**config.mk**
```make
export PLATFORM = sky130hd
export DESIGN_NAME = piso_tx_flat
export DESIGN_NICKNAME = d
export VERILOG_FILES = /design/src/rtl/piso_tx_if.sv /design/src/rtl/piso_tx.sv /design/src/flat_wrapper.sv
export SDC_FILE = /design/constraint.sdc
export NUM_CORES = 1
export LEC_CHECK = 0
export CORE_ASPECT_RATIO = 1.1
export CORE_UTILIZATION = 25
export CTS_CLUSTER_SIZE = 12
export DETAILED_ROUTE_END_ITERATION = 10
export DONT_BUFFER_PORTS = 1
export PLACE_DENSITY_LB_ADDON = 0.2
export SLEW_MARGIN = 20
export SYNTH_ARGS = -nofsm -noshare
export SYNTH_HDL_FRONTEND = slang
export SYNTH_SLANG_ARGS = --single-unit
```
**constraint.sdc**
```tcl
create_clock -name clk -period 1.7 [get_ports clk]
set_clock_uncertainty 0.05 [all_clocks]
set_input_delay 0.34 -clock clk [delete_from_list [all_inputs] [get_ports clk]]
set_output_delay 0.34 -clock clk [all_outputs]
set_load 0.01 [all_outputs]
```
**src/rtl/piso_tx_if.sv**
```systemverilog
// Handshake and serial-output bundle for piso_tx.
// The master side supplies words; the slave side (the transmitter) drives the serial outputs.
interface piso_tx_if #(
  parameter int N = 8
);
  logic         in_valid;
  logic         in_ready;
  logic [N-1:0] in_data;
  logic         in_msb_first;
  logic         sdo;
  logic         sdo_valid;
  logic         frame_start;
  logic         frame_end;
  logic         busy;

  modport master (
    output in_valid, in_data, in_msb_first,
    input  in_ready, sdo, sdo_valid, frame_start, frame_end, busy
  );

  modport slave (
    input  in_valid, in_data, in_msb_first,
    output in_ready, sdo, sdo_valid, frame_start, frame_end, busy
  );
endinterface

```
**src/rtl/piso_tx.sv**
```systemverilog
// Parallel-in/serial-out transmitter with per-word bit order and an inter-frame gap.
// Define PISO_PARITY_EN to append an even-parity bit to every frame.
module piso_tx #(
  parameter int N   = 8,
  parameter int GAP = 1
) (
  input  logic       clk,
  input  logic       rst,
  piso_tx_if.slave   bus
);
  localparam int CW = (N < 2) ? 1 : $clog2(N);
  localparam int GW = (GAP < 2) ? 1 : $clog2(GAP);
  localparam logic [CW-1:0] CNT_TOP = CW'(N - 1);
  localparam logic [GW-1:0] GAP_TOP = GW'((GAP > 0) ? GAP - 1 : 0);

  typedef enum logic [1:0] {
    S_IDLE  = 2'd0,
    S_SHIFT = 2'd1,
    S_GAP   = 2'd2
  } state_t;

  state_t        state_q;
  logic [N-1:0]  shreg_q;
  logic          msb_q;
  logic [CW-1:0] cnt_q;
  logic [GW-1:0] gcnt_q;
  logic          sdo_q;
  logic          sdo_valid_q;
  logic          frame_start_q;
  logic          frame_end_q;
`ifdef PISO_PARITY_EN
  logic          par_q;
  logic          par_ph_q;
`endif

  logic [N-1:0]  shreg_d;
  logic          bit_d;

  // The register always holds the word with the bit currently on sdo at its output end.
  always_comb begin
    shreg_d = msb_q ? {shreg_q[N-2:0], 1'b0} : {1'b0, shreg_q[N-1:1]};
    bit_d   = msb_q ? shreg_d[N-1] : shreg_d[0];
  end

  always_ff @(posedge clk or negedge rst) begin
    if (!rst) begin
      state_q       <= S_IDLE;
      shreg_q       <= '0;
      msb_q         <= 1'b0;
      cnt_q         <= '0;
      gcnt_q        <= '0;
      sdo_q         <= 1'b0;
      sdo_valid_q   <= 1'b0;
      frame_start_q <= 1'b0;
      frame_end_q   <= 1'b0;
`ifdef PISO_PARITY_EN
      par_q         <= 1'b0;
      par_ph_q      <= 1'b0;
`endif
    end else begin
      case (state_q)
        S_IDLE: begin
          if (bus.in_valid) begin
            state_q       <= S_SHIFT;
            shreg_q       <= bus.in_data;
            msb_q         <= bus.in_msb_first;
            cnt_q         <= CNT_TOP;
            sdo_q         <= bus.in_msb_first ? bus.in_data[N-1] : bus.in_data[0];
            sdo_valid_q   <= 1'b1;
            frame_start_q <= 1'b1;
            frame_end_q   <= 1'b0;
`ifdef PISO_PARITY_EN
            par_q         <= ^bus.in_data;
            par_ph_q      <= 1'b0;
`endif
          end
        end
        S_SHIFT: begin
          frame_start_q <= 1'b0;
          shreg_q       <= shreg_d;
          if (cnt_q != '0) begin
            cnt_q <= cnt_q - 1'b1;
            sdo_q <= bit_d;
`ifdef PISO_PARITY_EN
            frame_end_q <= 1'b0;
`else
            frame_end_q <= (cnt_q == CW'(1));
`endif
          end
`ifdef PISO_PARITY_EN
          else if (!par_ph_q) begin
            // One extra cycle carries the parity bit and closes the frame.
            par_ph_q    <= 1'b1;
            sdo_q       <= par_q;
            frame_end_q <= 1'b1;
          end
`endif
          else begin
            sdo_q       <= 1'b0;
            sdo_valid_q <= 1'b0;
            frame_end_q <= 1'b0;
            gcnt_q      <= GAP_TOP;
            state_q     <= (GAP > 0) ? S_GAP : S_IDLE;
          end
        end
        S_GAP: begin
          if (gcnt_q == '0) state_q <= S_IDLE;
          else              gcnt_q  <= gcnt_q - 1'b1;
        end
        default: state_q <= S_IDLE;
      endcase
    end
  end

  assign bus.in_ready    = (state_q == S_IDLE) & rst;
  assign bus.busy        = (state_q != S_IDLE);
  assign bus.sdo         = sdo_q;
  assign bus.sdo_valid   = sdo_valid_q;
  assign bus.frame_start = frame_start_q;
  assign bus.frame_end   = frame_end_q;
endmodule

```
**src/flat_wrapper.sv**
```systemverilog
// flat-port wrapper written by rule: the top's interface ports become plain ports
module piso_tx_flat 
#(
  parameter int N   = 8,
  parameter int GAP = 1
)
  (clk, rst, bus_in_valid, bus_in_data, bus_in_msb_first, bus_in_ready, bus_sdo, bus_sdo_valid, bus_frame_start, bus_frame_end, bus_busy);
  piso_tx_if #(.N(N)) bus_i ();
  input  logic clk;
  input  logic rst;
  input wire logic [$bits(bus_i.in_valid)-1:0] bus_in_valid;
  input wire logic [$bits(bus_i.in_data)-1:0] bus_in_data;
  input wire logic [$bits(bus_i.in_msb_first)-1:0] bus_in_msb_first;
  output wire logic [$bits(bus_i.in_ready)-1:0] bus_in_ready;
  output wire logic [$bits(bus_i.sdo)-1:0] bus_sdo;
  output wire logic [$bits(bus_i.sdo_valid)-1:0] bus_sdo_valid;
  output wire logic [$bits(bus_i.frame_start)-1:0] bus_frame_start;
  output wire logic [$bits(bus_i.frame_end)-1:0] bus_frame_end;
  output wire logic [$bits(bus_i.busy)-1:0] bus_busy;
  assign bus_i.in_valid = bus_in_valid;
  assign bus_i.in_data = bus_in_data;
  assign bus_i.in_msb_first = bus_in_msb_first;
  assign bus_in_ready = bus_i.in_ready;
  assign bus_sdo = bus_i.sdo;
  assign bus_sdo_valid = bus_i.sdo_valid;
  assign bus_frame_start = bus_i.frame_start;
  assign bus_frame_end = bus_i.frame_end;
  assign bus_busy = bus_i.busy;
  piso_tx #(.N(N), .GAP(GAP)) u_core (.clk(clk), .rst(rst), .bus(bus_i));
endmodule
```
==> impl_metrics.ini <==
[routing]
firstDrtPassIters = 4
wire_per_inst_um = 14.2
routed_wl_mm = 2.14
dr_total_vias = 695
ant_nets = 0
drt_iter0_drc = 26
via_per_inst = 4.60
drc = 0

[yosys]
yosysUniqueCellTypes = 28
ys.warnings.count = 0
syn-cell-area_um2 = 1030
synthCells = 100
ys_seq_area_frac = 0.439
synth_area_leaders = dfrtp_1 44%, buf_6 5.5%, mux2i_1 4.9%
syn_area_per_cell_um2 = 10.3
synth_top_cell_by_area = dfrtp_1
synth_top_cell_area_share = 0.439
synth.net_count = 115
synth-seq-cells = 18

[critical_path]
cp-start-kind = register
cp_slowest_cell = dfrtp_1
critPathMaxStageDelay_ns = 0.52
timing.rr.end = u_core.shreg_q[5]
worstPathMaxFanout = 10
endpoint_kind = output pin
worstPathCellList = nor2_1 -> and2_1
reg2reg_from = u_core.state_q[0]
ff2ff_path_depth = 3
rrSetupSlack_ns = 0.26
worstSetupPathType = reg2out
cp.required_ns = 1.31
critPathArrivalTime_ns = 1.21

[clock_network]
ctsResizeCount = 0
clock_sinks = 18
cts_buffers = 3
clk-insertion-delay-late_ns = 0.25
h-tree-depth = 1
clockBufferDepth = 2
clkTransAtPathRegs_ns = 0.07
cts_tree = done
cts-root-buf = clkbuf_8

[timing]
whs_ns = 0.182
drv_slew = 0
timing.fmax_mhz = 627
grt_setup_unrepaired = no
finalHoldViolations = 0
final-setup-viol-count = 0
timing.final.crit_share = 0.939
tns_ns = 0
max-slew-margin-rel = 0.421
finalCriticalPeriod_ns = 1.60
tightest_slew_ns = 0.865
fin_ws_ns = 0.104

[global_routing]
grt_use_met2 = 0.186
grt_pass1_wl_mm = 3.62
first_global_vias = 735
grt_max_degree = 19
grtUsageMet1 = 0.130
top_usage_layer = met2
met3_usage = 0.0247
grt_use_total = 0.109
grt_antenna_before_repair = 0
overflow = 0

[placement]
io_buffers = 0
preCtsSetupSlack_ns = 0.270
place_inst = 146
gp_congestion = 0.750
dp_hpwl_mm = 1.50

[final_layout]
seqCellArea_um2 = 450
multi_input_area_um2 = 497
drive_gt1_frac = 0.0909
fillers = 417
area_growth_pct = 6.46
antenna_cells = 0
fin_cells = 151
fin_nets = 115

[floorplanning]
ioPinCount = 18
core_um2 = 3930
fp-row-count = 24
dieArea_um2 = 4360
die_y_um = 69.2
initial_utilization = 0.261
chipWidth_um = 63.1

[worst_hold_path]
holdPathStages = 1
hp-start = bus_in_msb_first
min_path_type = in2reg
hold-path-endpoint = u_core.msb_q

[pwr]
powerDensity_nw_per_um2 = 1930
vdd_ir_drop_max_mv = 0.515
total_power_w = 0.00211
power.leakage_nw = 0.480

[run]
max-cap-violations = 0

[status]
status = complete, no violations
-- where the power goes --
part           switching, W  internal, W  leakage, nW
combinational      0.000446     0.000423        0.232
sequential         0.000244     0.000636        0.219
clock              0.000149     0.000206       0.0288
-- state kept, by name, summed over array words and instances, names as in the netlist --
signal                  flops
u_core.bus.frame_end        1
u_core.bus.frame_start      1
u_core.bus.sdo              1
u_core.bus.sdo_valid        1
u_core.cnt_q                3
u_core.msb_q                1
u_core.shreg_q              8
u_core.state_q              2
-- placed cells by master, fill, tap and decap left out, types with 2 or more instances in the layout --
cell type  count
a211oi_1       6
o21ai_0        3
ha_1           3
inv_1          4
clkbuf_8       4
mux2i_1        5
dfrtp_1       18
and2b_1        4
a21oi_1        6
nor2b_1        3
nor2_1        12
nand2_1        7
o31ai_1        6
nand2b_1       3
a22oi_1        2
-- layout make-up --
type | count | area share
Tap cell | 52 | 0.0596
Timing Repair Buffer | 1 | 0.00916
Clock buffer | 4 | 0.0504
Inverter | 4 | 0.0137
Multi-Input combinational cell | 72 | 0.455
Sequential cell | 18 | 0.412
-- timing repair --
action                    CTS  global route
hold buffers                1             0
hold endpoints to repair   18             0
buffers inserted            0             0
-- critical path: cells and delay by family (launching register included) --
kind | cells | cell delay [ns]
DFF | 1 | 0.52
and+or+nand+nor | 2 | 0.43
-- cells by family (layout without fill, tap and decap cells) --
kind of cell    after synthesis  in the layout  synth area share
simple gates                 36             36             0.198
compound gates               27             27             0.190
flops                        18             18             0.439
buf+inv                      10              9            0.0768
mux                           6              6            0.0598
fa+ha+maj                     3              3            0.0366
-- synth_stat cells --
cell type	number
nand3b_1	1
nor4b_1	1
nor2b_4	1
nor2b_1	3
nand2b_1	3
and2b_2	1
and2_1	1
nand2_1	7
mux2i_1	5
dfrtp_1	18
o21ai_0	3
a21oi_1	6
inv_1	4
and2b_1	4
a22oi_1	2
a22o_1	1
nand2b_4	1
buf_4	1
o31ai_1	6
a211oi_1	6
mux2_2	1
a21o_1	1
o32a_1	1
buf_6	5
o21bai_4	1
nor3_1	1
ha_1	3
nor2_1	12
-- stage by stage --
| step | area, µm² | util |
|---|---|---|
| after floorplan | 1030 | - |
| after global placement | 1030 | 0.261 |
| after detailed placement | 1030 | 0.261 |
| after CTS | 1090 | 0.278 |
| after global routing | 1090 | 0.278 |
| final | 1090 | 0.278 |
-- metal layers --
metal  wire, µm  part of all wire
met4          0                 0
met2       1080              0.50
met3         85             0.040
met5          0                 0
met1        978              0.46
-- worst max path at each step --
stage | from | end | depth (start not counted)
global route | u_core.state_q[0] | bus_in_ready | 2
finish | u_core.state_q[0] | bus_in_ready | 2
detailed placement | u_core.state_q[0] | u_core.shreg_q[5] | 3
global placement | u_core.state_q[0] | u_core.shreg_q[1] | 3
floorplan | u_core.cnt_q[0] | u_core.bus.sdo | 5
CTS | u_core.state_q[0] | bus_in_ready | 2
(Power assumes the default switching activity.)
